===== config.mk =====
export PLATFORM = sky130hd
export DESIGN_NAME = f_pc_fd
export DESIGN_NICKNAME = d
export VERILOG_FILES = /design/src/rtl/f_pc_fd_pkg.sv /design/src/rtl/f_npc.sv /design/src/rtl/f_pc_fd.sv
export SDC_FILE = /design/constraint.sdc
export NUM_CORES = 1
export LEC_CHECK = 0
export CAP_MARGIN = 25
export CELL_PAD_IN_SITES_DETAIL_PLACEMENT = 1
export CELL_PAD_IN_SITES_GLOBAL_PLACEMENT = 1
export CORE_ASPECT_RATIO = 0.7
export CORE_MARGIN = 5
export CORE_UTILIZATION = 42
export CTS_BUF_LIST = sky130_fd_sc_hd__clkbuf_8
export DETAILED_ROUTE_END_ITERATION = 7
export MAX_ROUTING_LAYER = met4
export PLACE_DENSITY_LB_ADDON = 0.1
export SLEW_MARGIN = 25
export SYNTH_ARGS = -nofsm -noshare
export SYNTH_HDL_FRONTEND = slang
export SYNTH_SLANG_ARGS = --single-unit

===== constraint.sdc =====
create_clock -name clk -period 7.78 [get_ports clk]
set_clock_uncertainty 0.15 [all_clocks]
set_input_delay 1.556 -clock clk [delete_from_list [all_inputs] [get_ports clk]]
set_output_delay 1.556 -clock clk [all_outputs]
set_load 0.05 [all_outputs]

===== src/rtl/f_pc_fd_pkg.sv =====
// Shared fetch/decode definitions: branch and jump encodings, default PC window, nop word.
// Also imported by the D-stage comparator and decoder.
package f_pc_fd_pkg;

    typedef enum logic [1:0] {
        BT_NONE = 2'b00,
        BT_BEQ  = 2'b01,
        BT_BLTZ = 2'b10,
        BT_RSVD = 2'b11
    } btype_e;

    typedef enum logic [1:0] {
        JT_NONE = 2'b00,
        JT_J    = 2'b01,
        JT_JR   = 2'b10,
        JT_RSVD = 2'b11
    } jtype_e;

    localparam logic [31:0] DEF_RESET_PC = 32'h0000_3000;
    localparam logic [31:0] DEF_PC_HI    = 32'h0000_6FFF;
    localparam logic [31:0] NOP_INSTR    = 32'h0000_0000;

    // A fetch address is bad when misaligned or outside the legal window [lo, hi].
    function automatic logic pc_bad(input logic [31:0] pc,
                                    input logic [31:0] lo,
                                    input logic [31:0] hi);
        return (pc[1:0] != 2'b00) || (pc < lo) || (pc > hi);
    endfunction

endpackage


===== src/rtl/f_npc.sv =====
// Combinational next-PC selection for the fetch stage.
// Redirects come from the instruction currently in D, so the instruction in F is the delay slot.
module f_npc
    import f_pc_fd_pkg::*;
(
    input  logic        i_stall,
    input  logic [31:0] i_f_pc,
    input  logic [31:0] i_d_pc,
    input  logic [25:0] i_d_instr,
    input  logic        i_d_valid,
    input  logic [1:0]  i_d_btype,
    input  logic        i_d_cmp_result,
    input  logic [1:0]  i_d_jtype,
    input  logic [31:0] i_d_rs_fwd,
    output logic [31:0] o_npc
);

    logic [31:0] w_d_pc_plus4;
    logic [31:0] w_br_target;
    logic [31:0] w_j_target;
    logic        w_br_taken;

    assign w_d_pc_plus4 = i_d_pc + 32'd4;
    assign w_br_target  = w_d_pc_plus4 + {{14{i_d_instr[15]}}, i_d_instr[15:0], 2'b00};
    assign w_j_target   = {w_d_pc_plus4[31:28], i_d_instr[25:0], 2'b00};
    assign w_br_taken   = i_d_cmp_result &&
                          ((i_d_btype == BT_BEQ) || (i_d_btype == BT_BLTZ));

    // NOTE: o_npc gets a default first so every path assigns it and no latch is inferred.
    always_comb begin
        o_npc = i_f_pc + 32'd4;
        if (i_stall) begin
            o_npc = i_f_pc;
        end else if (i_d_valid) begin
            if (w_br_taken) begin
                o_npc = w_br_target;
            end else if (i_d_jtype == JT_J) begin
                o_npc = w_j_target;
            end else if (i_d_jtype == JT_JR) begin
                o_npc = i_d_rs_fwd;
            end
        end
    end

endmodule


===== src/rtl/f_pc_fd.sv =====
// Fetch PC register and F/D pipeline register with address-error tagging.
// Bad fetch addresses enter D as a nop with D_adel set.
module f_pc_fd
    import f_pc_fd_pkg::*;
#(
    parameter logic [31:0] RESET_PC = DEF_RESET_PC,
    parameter logic [31:0] PC_HI    = DEF_PC_HI
) (
    input  logic        clk,
    input  logic        reset_n,
    input  logic        stall,
    input  logic [31:0] imem_instr,
    input  logic [1:0]  D_btype,
    input  logic        D_cmp_result,
    input  logic [1:0]  D_jtype,
    input  logic [31:0] D_rs_fwd,
    output logic [31:0] F_pc,
    output logic [31:0] D_instr,
    output logic [31:0] D_pc,
    output logic        D_valid,
    output logic        D_adel
);

    logic [31:0] r_f_pc;
    logic [31:0] r_d_instr;
    logic [31:0] r_d_pc;
    logic        r_d_valid;
    logic        r_d_adel;
    logic [31:0] w_npc;
    logic        w_adel;

    assign w_adel = pc_bad(r_f_pc, RESET_PC, PC_HI);

    f_npc u_f_npc (
        .i_stall        (stall),
        .i_f_pc         (r_f_pc),
        .i_d_pc         (r_d_pc),
        .i_d_instr      (r_d_instr[25:0]),
        .i_d_valid      (r_d_valid),
        .i_d_btype      (D_btype),
        .i_d_cmp_result (D_cmp_result),
        .i_d_jtype      (D_jtype),
        .i_d_rs_fwd     (D_rs_fwd),
        .o_npc          (w_npc)
    );

    // NOTE: non-blocking assignments keep every register sampling pre-edge values.
    always_ff @(posedge clk or negedge reset_n) begin
        if (!reset_n) begin
            r_f_pc    <= RESET_PC;
            r_d_instr <= NOP_INSTR;
            r_d_pc    <= 32'h0;
            r_d_valid <= 1'b0;
            r_d_adel  <= 1'b0;
        end else begin
            r_f_pc <= w_npc;
            if (!stall) begin
                r_d_instr <= w_adel ? NOP_INSTR : imem_instr;
                r_d_pc    <= r_f_pc;
                r_d_valid <= 1'b1;
                r_d_adel  <= w_adel;
            end
        end
    end

    assign F_pc    = r_f_pc;
    assign D_instr = r_d_instr;
    assign D_pc    = r_d_pc;
    assign D_valid = r_d_valid;
    assign D_adel  = r_d_adel;

endmodule


==> results of run 1 <==
critical path, delay by kind of cell (launching register included):
kind                     cells  cell delay (ns)
flip-flops                   1             0.50
AND/OR/NAND/NOR              5             1.51
AO/OA/AOI/OAI                4             1.34
adder cells (fa/ha/maj)      1             0.37
XOR/XNOR                     2             0.55
worst paths after layout:
kind	from	end	slack, ns	depth (start not counted)
setup / recovery	D_pc[4]	F_pc[24]	3.19	12
setup reg to reg	D_pc[4]	F_pc[24]	3.19	12
hold / removal	D_instr[31]	D_instr[31]	0.38	1
hold reg to reg	D_instr[31]	D_instr[31]	0.38	1
min in group asynchronous	reset_n	D_pc[31]	0.99	1
max in group asynchronous	reset_n	D_instr[11]	5.27	2
state kept, by name (all words and copies together) (netlist names):
signal,flops
D_pc,32
D_instr,32
F_pc,32
D_valid,1
D_adel,1
layer usage:
metal | track usage | routed length (um) | vias to the layer above
met4 | 0.0364 | 238 | 0
met3 | 0.0612 | 2500 | 31
met2 | 0.382 | 11600 | 304
li1 | - | - | 3507
met5 | - | 0 | -
met1 | 0.435 | 14600 | 3751
through the flow:
| step | total power, W | util | setup slack (ns) |
|---|---|---|---|
| after floorplan | 0.00131 | - | 3.99 |
| after global placement | 0.00165 | 0.524 | 3.17 |
| after detailed placement | 0.00167 | 0.524 | 3.07 |
| after CTS | 0.00205 | 0.536 | 3.32 |
| after global routing | 0.00214 | 0.536 | 2.93 |
| final | 0.00204 | 0.536 | 3.19 |
cell families after synthesis:
family	Yosys count
xor+xnor	62
fa+ha+maj	39
buf+inv	64
flops	98
mux	42
compound gates	274
simple gates	284
power breakdown:
group | internal, W | switching, W | total (W)
sequential | 0.000586 | 0.000162 | 0.000747
clock | 0.000156 | 0.000217 | 0.000373
combinational | 0.000341 | 0.000577 | 0.000917
total | 0.00108 | 0.000956 | 0.00204
cell usage in the layout, fill, tap and decap left out, types with 24 or more instances in the layout:
| cell type | synthesis | routed |
|---|---|---|
| sky130_fd_sc_hd__a21oi_1 | 56 | 56 |
| sky130_fd_sc_hd__a22o_1 | 32 | 32 |
| sky130_fd_sc_hd__clkdlybuf4s50_1 | 0 | 167 |
| sky130_fd_sc_hd__dfrtp_1 | 96 | 96 |
| sky130_fd_sc_hd__ha_1 | 38 | 38 |
| sky130_fd_sc_hd__mux2_2 | 31 | 31 |
| sky130_fd_sc_hd__nand2_1 | 93 | 93 |
| sky130_fd_sc_hd__nand3_1 | 35 | 35 |
| sky130_fd_sc_hd__nor2_1 | 66 | 66 |
| sky130_fd_sc_hd__o21ai_0 | 58 | 58 |
| sky130_fd_sc_hd__xnor2_1 | 38 | 38 |
| sky130_fd_sc_hd__xor2_1 | 24 | 24 |
final cells by class:
| type | count | area (sq um) | share of cell area |
|---|---|---|---|
| Clock buffer | 9 | 124 | 0.0129 |
| Clock inverter | 7 | 86.3 | 0.00902 |
| Inverter | 16 | 60.1 | 0.00628 |
| Multi-Input combinational cell | 701 | 4810 | 0.503 |
| Sequential cell | 98 | 2450 | 0.257 |
| Tap cell | 236 | 295 | 0.0309 |
| Timing Repair Buffer | 176 | 1740 | 0.182 |
==> impl_metrics.json, run 1 <==
{
  "setup.worst_path.start_class": "flop",
  "layout-area-overhead-vs-synth_pct": 26.4,
  "clock_latency_ns": 0.39,
  "detail_route.first_pass.iterations": 5,
  "cts-root-to-sink-buffers": 2,
  "largest_family_of_logic_cells_by_synthesized_area": "compound AO/OA/AOI/OAI gates",
  "overflow": 0,
  "rsz0062_at_grt": "no",
  "timing.final.max_slew_violations": 0,
  "detail_route.drc_violations": 0,
  "fill_cells": 2107,
  "worst-endpoint-required_ns": 7.86,
  "slew-limit-headroom": 0.328,
  "cts_post_setup_buffers_inserted": 0,
  "critical_path_endpoint_category": "flop",
  "ys_async_sr_fraction": 1.00,
  "power_density_nw_per_um2": 213,
  "maximum_single_stage_delay_on_the_critical_path_ns": 0.67,
  "route.detailed.vias_per_inst": 6.11,
  "synth-main-ff-cell": "sky130_fd_sc_hd__dfrtp_1",
  "place_inst": 1227,
  "layout_worst_path_cycle_share": 0.590,
  "std_cell_rows": 41,
  "yosys_register_bits": 98,
  "synth_edf_count": 0,
  "outcome": "finished clean",
  "cells_after_synth": 863,
  "critPathMaxFanout": 10,
  "hp-class": "flop to flop",
  "h-tree-depth": 3,
  "worst-slew-pin-transition_ns": 1.00,
  "synthAdderAreaFrac": 0.0655,
  "stdcell_area_sq_um": 9570,
  "routedWlPerCell_um": 23.3,
  "number_of_cts_inserted_buffers": 9,
  "place.gp.congestion": 0.922,
  "grt_pass1_wl_um": 44600,
  "final.hold.worst_slack_ns": 0.376,
  "synth.mux.area_fraction": 0.0607,
  "grtUsageTotal": 0.281,
  "synth-seq-area-share": 0.324,
  "yosysUniqueCellTypes": 79,
  "synth-compound-area-share": 0.251,
  "dieWidth_um": 170,
  "syn-num-nets": 974,
  "die-area_sq_um": 20800,
  "synthesis.area_per_instance_sq_um": 8.77,
  "grt_start_max_net_pins": 72,
  "critical_path.slowest_cell": "sky130_fd_sc_hd__a2111oi_0",
  "worst_setup_hold_path_clk_slew_ns": 0.11,
  "numClockSinks": 98,
  "final_nets": 1113,
  "ys.warnings.count": 0,
  "most_numerous_cell_in_the_yosys_netlist": "sky130_fd_sc_hd__dfrtp_1",
  "via_count_of_the_first_global_routing_pass": 7439,
  "total_length_of_routed_wires_um": 28900,
  "first_iteration_detailed_routing_drc_count": 708,
  "post-dp-hpwl_um": 21900,
  "ioPinCount": 170,
  "ir_drop_mv": 0.142,
  "finish.cell_count_without_fillers": 1243,
  "ranking_of_synthesized_cells_by_area": "sky130_fd_sc_hd__dfrtp_1 (32%), sky130_fd_sc_hd__ha_1 (6.3%), sky130_fd_sc_hd__nand2_1 (4.6%)",
  "postCtsHoldBufs": 0,
  "antenna_violations_before_repair": 0,
  "worstPathArrival_ns": 4.67,
  "antenna_left": 0,
  "ctsRootBufferMaster": "sky130_fd_sc_hd__clkbuf_8",
  "critical_path_class": "flop to flop",
  "parity_gate_share_of_the_synthesized_area_counting_xor_and_xnor_cells": 0.0718,
  "synth_top_area_share": 0.317,
  "design.core.area_sq_um": 17900,
  "finalCriticalPeriod_ns": 4.59,
  "timing.critical_path.mode_cell": "sky130_fd_sc_hd__xnor2_1",
  "ctsResizeCount": 0,
  "antenna_cells_inserted": 0,
  "port_buffers": 169,
  "synth_largest_area_cell": "sky130_fd_sc_hd__dfrtp_1",
  "max_cap_viol_count": 0,
  "die_height_um": 122,
  "cell_chain_of_the_critical_path": "and4_1 -> and2_1 -> and3_1 -> nand3_1 -> xnor2_1 -> ha_1 -> a2111oi_0 -> nor3_1 -> a21oi_1 -> o221ai_1 -> xnor2_1 -> a2bb2oi_1",
  "synth_simple_gate_area_share": 0.185,
  "post_synth_instance_area_sq_um": 7570,
  "placement.cell_area_sq_um": 9360,
  "hold_viol_final": 0,
  "initial_util": 0.424,
  "synth.top_cells.by_count": "sky130_fd_sc_hd__dfrtp_1 (96), sky130_fd_sc_hd__nand2_1 (93), sky130_fd_sc_hd__nor2_1 (66)",
  "fraction_of_final_layout_cells_with_drive_strength_greater_than_1": 0.0864,
  "setup-violations-final": 0,
  "fmax_ghz": 0.218,
  "p_leak_nw": 3.96,
  "totalNegativeSetupSlack_ns": 0,
  "tritoncts": "done",
  "num_vias": 7593
}
No activity file was read; power rests on OpenSTA's default activity.
==> inputs of run 2 (changes only) <==
- CORE_UTILIZATION: 42 -> 39
- clock period: 7.78 -> 4.38 ns (I/O delays scaled with it)
==> run 2 against run 1 <==
Clock power grew 79%. Combinational power grew 85%. Largest power group unchanged. Critical path type unchanged. Design area grew 2.1%. Cell count grew 3.9%.
==> impl_metrics.json, run 2 (same netlist as run 1, synthesis figures left out) <==
{
  "slew-limit-headroom": 0.379,
  "layout_worst_path_cycle_share": 0.952,
  "post-dp-hpwl_um": 23600,
  "finalCriticalPeriod_ns": 4.17,
  "p_leak_nw": 4.06,
  "fill_cells": 2217,
  "total_length_of_routed_wires_um": 31000,
  "worst_setup_hold_path_clk_slew_ns": 0.11,
  "h-tree-depth": 3,
  "max_cap_viol_count": 0,
  "cts_post_setup_buffers_inserted": 0,
  "worst-slew-pin-transition_ns": 0.932,
  "tritoncts": "done",
  "hp-class": "input pin to async pin",
  "design.core.area_sq_um": 19000,
  "antenna_cells_inserted": 0,
  "outcome": "finished clean",
  "critical_path_endpoint_category": "flop",
  "num_vias": 7684,
  "ioPinCount": 170,
  "detail_route.first_pass.iterations": 5,
  "setup.worst_path.start": "D_pc[4]",
  "grtUsageTotal": 0.278,
  "reg2reg_setup_slack_ns": 0.21,
  "clock_latency_ns": 0.39,
  "overflow": 0,
  "r2r-end": "F_pc[29]",
  "worst-endpoint-required_ns": 4.51,
  "place.gp.congestion": 0.932,
  "dieWidth_um": 176,
  "port_buffers": 169,
  "final_core_utilization": 0.515,
  "r2r_start": "D_pc[4]",
  "antenna_left": 0,
  "die_height_um": 127,
  "first_iteration_detailed_routing_drc_count": 558,
  "ir_drop_mv": 0.211,
  "grt_start_max_net_pins": 77,
  "number_of_cts_inserted_buffers": 9,
  "grt_pass1_wl_um": 47100,
  "critPathMaxFanout": 10,
  "totalNegativeSetupSlack_ns": 0,
  "ctsResizeCount": 0,
  "ctsRootBufferMaster": "sky130_fd_sc_hd__clkbuf_8",
  "numClockSinks": 98,
  "timing.final.max_slew_violations": 0,
  "final_nets": 1133,
  "rsz0062_at_grt": "no",
  "cts-root-to-sink-buffers": 2,
  "fmax_ghz": 0.240,
  "hold_viol_final": 0,
  "commonest_cells_after_routing_fill_and_taps_aside": "sky130_fd_sc_hd__clkdlybuf4s50_1 (167), sky130_fd_sc_hd__dfrtp_1 (96), sky130_fd_sc_hd__nand2_1 (93), sky130_fd_sc_hd__nor2_1 (66), sky130_fd_sc_hd__o21ai_0 (58)",
  "worstRegToRegCells": 14,
  "std_cell_rows": 42,
  "setup.worst_path.start_class": "flop",
  "die-area_sq_um": 22300,
  "routedWlPerCell_um": 24.0,
  "detail_route.drc_violations": 0,
  "power_density_nw_per_um2": 378,
  "antenna_violations_before_repair": 0,
  "worstPathArrival_ns": 4.30,
  "initial_util": 0.399,
  "layout-area-overhead-vs-synth_pct": 29.0,
  "stdcell_area_sq_um": 9760,
  "setup-violations-final": 0,
  "most_common_cell_after_layout_fill_and_taps_aside": "sky130_fd_sc_hd__clkdlybuf4s50_1",
  "placement.cell_area_sq_um": 9560,
  "route.detailed.vias_per_inst": 5.95,
  "postCtsHoldBufs": 0,
  "critical_path_class": "flop to flop",
  "via_count_of_the_first_global_routing_pass": 7684,
  "fraction_of_final_layout_cells_with_drive_strength_greater_than_1": 0.104
}
## run 2: cell count changes in the layout (fill, tap and decap cells not counted)
cell	before	now
sky130_fd_sc_hd__clkinvlp_4	3	2
sky130_fd_sc_hd__buf_12	0	1
sky130_fd_sc_hd__inv_8	3	2
sky130_fd_sc_hd__buf_4	9	28
sky130_fd_sc_hd__clkinv_4	0	2
## run 2: power by group
group          internal (W)  switching, W  total, W
Combinational      0.000628       0.00107   0.00170
Clock              0.000275      0.000393  0.000667
Sequential          0.00104      0.000290   0.00133
Total               0.00194       0.00175   0.00369
## run 2: metrics by stage
| step | instances | hold WS [ns] | setup slack [ns] | power (W) |
|---|---|---|---|---|
| after floorplan | 863 | 0.430 | 0.590 | 0.00233 |
| after global placement | 1275 | 0.346 | 0.533 | 0.00299 |
| after detailed placement | 1275 | 0.350 | 0.367 | 0.00302 |
| after CTS | 1291 | 0.361 | 0.273 | 0.00370 |
| after global routing | 1291 | 0.391 | 0.000518 | 0.00386 |
| final | 1291 | 0.352 | 0.208 | 0.00369 |
## run 2: how the worst max path moves through the flow
stage | end | slack [ns] | cells past startpoint
after global routing | F_pc[29] | 0.0005 | 14
after CTS | F_pc[29] | 0.27 | 14
after floorplan | F_pc[30] | 0.59 | 17
final | F_pc[29] | 0.21 | 14
after global placement | F_pc[29] | 0.53 | 14
after detailed placement | F_pc[29] | 0.37 | 14
## run 2: per-layer routing
layer / track usage / up-vias / part of all wire
met4: 0.0368 / 0 / 0.0070
li1: - / 3542 / -
met2: 0.380 / 281 / 0.41
met5: - / - / 0
met3: 0.0589 / 14 / 0.080
met1: 0.431 / 3847 / 0.51
## run 2: layout make-up
class                   count  area, sq um  area share
multi-input cells         701         4810       0.492
flip-flops and latches     98         2450       0.251
repair buffers            196         1900       0.195
well taps                 264          330      0.0338
clock buffers               9          124      0.0127
clock inverters             7         85.1     0.00871
inverters                  16         60.1     0.00615
## run 2: worst max-delay path, stage by stage, from the launching register on
cell	delay [ns]
sky130_fd_sc_hd__dfrtp_1	0.50
sky130_fd_sc_hd__and4_1	0.28
sky130_fd_sc_hd__and2_1	0.15
sky130_fd_sc_hd__and3_1	0.54
sky130_fd_sc_hd__nand2_1	0.15
sky130_fd_sc_hd__xnor2_1	0.25
sky130_fd_sc_hd__ha_1	0.26
sky130_fd_sc_hd__a21oi_1	0.12
sky130_fd_sc_hd__a21boi_0	0.15
sky130_fd_sc_hd__a31oi_1	0.20
sky130_fd_sc_hd__o21ai_1	0.16
sky130_fd_sc_hd__o41a_1	0.48
sky130_fd_sc_hd__nor3_1	0.43
sky130_fd_sc_hd__or3_1	0.18
sky130_fd_sc_hd__nand3_1	0.07
==> inputs of run 3 (changes only) <==
- CORE_MARGIN: 5 -> not set
==> run 3 against run 2 <==
Critical path depth unchanged. Worst setup slack better by 0.088 ns. Clock-buffer cell count rose by 1. Register-to-register slack better by 0.09 ns. Global-route usage rose by 3.4 points. Via count hardly changed. Largest cell class unchanged. Critical path type unchanged. Total power down 1.1%. Wire length decreased by 3.5%. Non-clock buffer count is 1 lower. Utilization is 0.13 points lower.
==> impl_metrics.json, run 3 (same netlist as run 1, synthesis figures left out) <==
{
  "critPathMaxFanout": 10,
  "critical_path_class": "flop to flop",
  "r2r_start": "D_pc[4]",
  "antenna_violations_before_repair": 2,
  "layout_setup_ws_ns": 0.296,
  "grt_start_max_net_pins": 67,
  "antenna_left": 0,
  "timing.final.max_slew_violations": 0,
  "critical_path_endpoint_category": "flop",
  "dieWidth_um": 168,
  "worst_setup_hold_path_clk_slew_ns": 0.10,
  "final_nets": 1132,
  "std_cell_rows": 42,
  "layout-area-overhead-vs-synth_pct": 28.7,
  "fraction_of_final_layout_cells_with_drive_strength_greater_than_1": 0.102,
  "r2r-end": "F_pc[30]",
  "ctsResizeCount": 0,
  "place_ws_ns": 0.358,
  "numClockSinks": 98,
  "hp-class": "flop to flop",
  "grt_pass1_wl_um": 45900,
  "num_vias": 7691,
  "ir_drop_mv": 0.197,
  "fmax_ghz": 0.245,
  "setup.worst_path.start_class": "flop",
  "clock_latency_ns": 0.39,
  "finalCriticalPeriod_ns": 4.08,
  "most_common_cell_after_layout_fill_and_taps_aside": "sky130_fd_sc_hd__clkdlybuf4s50_1",
  "detail_route.first_pass.iterations": 5,
  "max_cap_viol_count": 0,
  "setup-violations-final": 0,
  "setup.worst_path.start": "D_pc[4]",
  "fill_cells": 2240,
  "worst-slew-pin-transition_ns": 0.924,
  "critPathCapture": "F_pc[30]",
  "worstPathArrival_ns": 4.21,
  "post-dp-hpwl_um": 22900,
  "postCtsHoldBufs": 0,
  "reg2reg_setup_slack_ns": 0.30,
  "fin_total_pwr_w": 0.00365,
  "overflow": 0,
  "totalNegativeSetupSlack_ns": 0,
  "worst-endpoint-required_ns": 4.51,
  "route.detailed.vias_per_inst": 5.96,
  "die-area_sq_um": 20000,
  "first_iteration_detailed_routing_drc_count": 599,
  "total_length_of_routed_wires_um": 29900,
  "hold_viol_final": 0,
  "p_leak_nw": 4.05,
  "ctsRootBufferMaster": "sky130_fd_sc_hd__clkbuf_8",
  "hold_path_depth": 1,
  "detail_route.drc_violations": 0,
  "h-tree-depth": 3,
  "slew-limit-headroom": 0.384,
  "grtUsageTotal": 0.313,
  "design.core.area_sq_um": 19000,
  "number_of_cts_inserted_buffers": 9,
  "outcome": "finished clean",
  "place.gp.congestion": 0.941,
  "routedWlPerCell_um": 23.2,
  "layout_worst_path_cycle_share": 0.932,
  "rsz0062_at_grt": "no",
  "cts-root-to-sink-buffers": 2,
  "ioPinCount": 170,
  "power_density_nw_per_um2": 375,
  "tritoncts": "done",
  "via_count_of_the_first_global_routing_pass": 7525,
  "cts_post_setup_buffers_inserted": 0,
  "worstRegToRegCells": 14,
  "port_buffers": 169,
  "commonest_cells_after_routing_fill_and_taps_aside": "sky130_fd_sc_hd__clkdlybuf4s50_1 (167), sky130_fd_sc_hd__dfrtp_1 (96), sky130_fd_sc_hd__nand2_1 (93), sky130_fd_sc_hd__nor2_1 (66), sky130_fd_sc_hd__o21ai_0 (58)",
  "die_height_um": 119,
  "initial_util": 0.399
}
==> run 3: changes by cell type in the layout (fill, tap and decap cells not counted) <==
cell                       before  now
sky130_fd_sc_hd__diode_2        0    2
sky130_fd_sc_hd__inv_8          2    0
sky130_fd_sc_hd__buf_12         1    0
sky130_fd_sc_hd__clkbuf_8       9   10
sky130_fd_sc_hd__clkinv_4       2    1
sky130_fd_sc_hd__inv_6          0    1
==> run 3: worst min path at each step <==
| stage | from | end | slack, ns |
|---|---|---|---|
| floorplan | reset_n | D_adel | 0.43 |
| finish | D_instr[26] | D_instr[26] | 0.37 |
| global route | D_adel | D_adel | 0.39 |
| CTS | D_instr[26] | D_instr[26] | 0.37 |
| detailed placement | D_instr[26] | D_instr[26] | 0.35 |
| global placement | D_instr[27] | D_instr[27] | 0.34 |
==> run 3: per-stage QoR <==
stage | util | hold slack (ns) | instances | instance area [sq um]
final | 0.513 | 0.370 | 1291 | 9740
after global routing | 0.513 | 0.392 | 1291 | 9740
after CTS | 0.513 | 0.373 | 1289 | 9740
after detailed placement | 0.503 | 0.349 | 1274 | 9540
after global placement | 0.503 | 0.344 | 1274 | 9540
after floorplan | - | 0.430 | 863 | 7570
==> run 3: worst max-delay path, stage by stage, from the launching register on <==
cell,delay (ns)
sky130_fd_sc_hd__dfrtp_1,0.46
sky130_fd_sc_hd__and4_1,0.31
sky130_fd_sc_hd__and2_1,0.31
sky130_fd_sc_hd__and3_1,0.40
sky130_fd_sc_hd__nand2_1,0.11
sky130_fd_sc_hd__xnor2_1,0.14
sky130_fd_sc_hd__ha_1,0.41
sky130_fd_sc_hd__a21o_1,0.21
sky130_fd_sc_hd__a21o_1,0.19
sky130_fd_sc_hd__a2111oi_0,0.52
sky130_fd_sc_hd__nor4_1,0.12
sky130_fd_sc_hd__a211oi_1,0.29
sky130_fd_sc_hd__o31ai_2,0.12
sky130_fd_sc_hd__xnor2_1,0.15
sky130_fd_sc_hd__o22ai_1,0.08
==> run 3: layer usage <==
layer  track usage  vias to the layer above  part of all wire
met5             -                        -                 0
met4        0.0614                        0             0.013
met3        0.0747                       28             0.078
met2         0.412                      281              0.40
met1         0.476                     3852              0.51
li1              -                     3530                 -
==> run 3: report_power, final <==
part	switching (W)	total, W	internal [W]
sequential	0.000303	0.00134	0.00104
clock	0.000368	0.000648	0.000280
combinational	0.00104	0.00166	0.000622
==> run 3: area by class of cell <==
type / instances / area (sq um) / area share
diodes: 2 / 5.00 / 0.000514
clock buffers: 10 / 138 / 0.0141
clock inverters: 5 / 62.6 / 0.00642
inverters: 16 / 60.1 / 0.00617
multi-input cells: 701 / 4810 / 0.494
flip-flops and latches: 98 / 2450 / 0.252
well taps: 264 / 330 / 0.0339
repair buffers: 195 / 1880 / 0.193
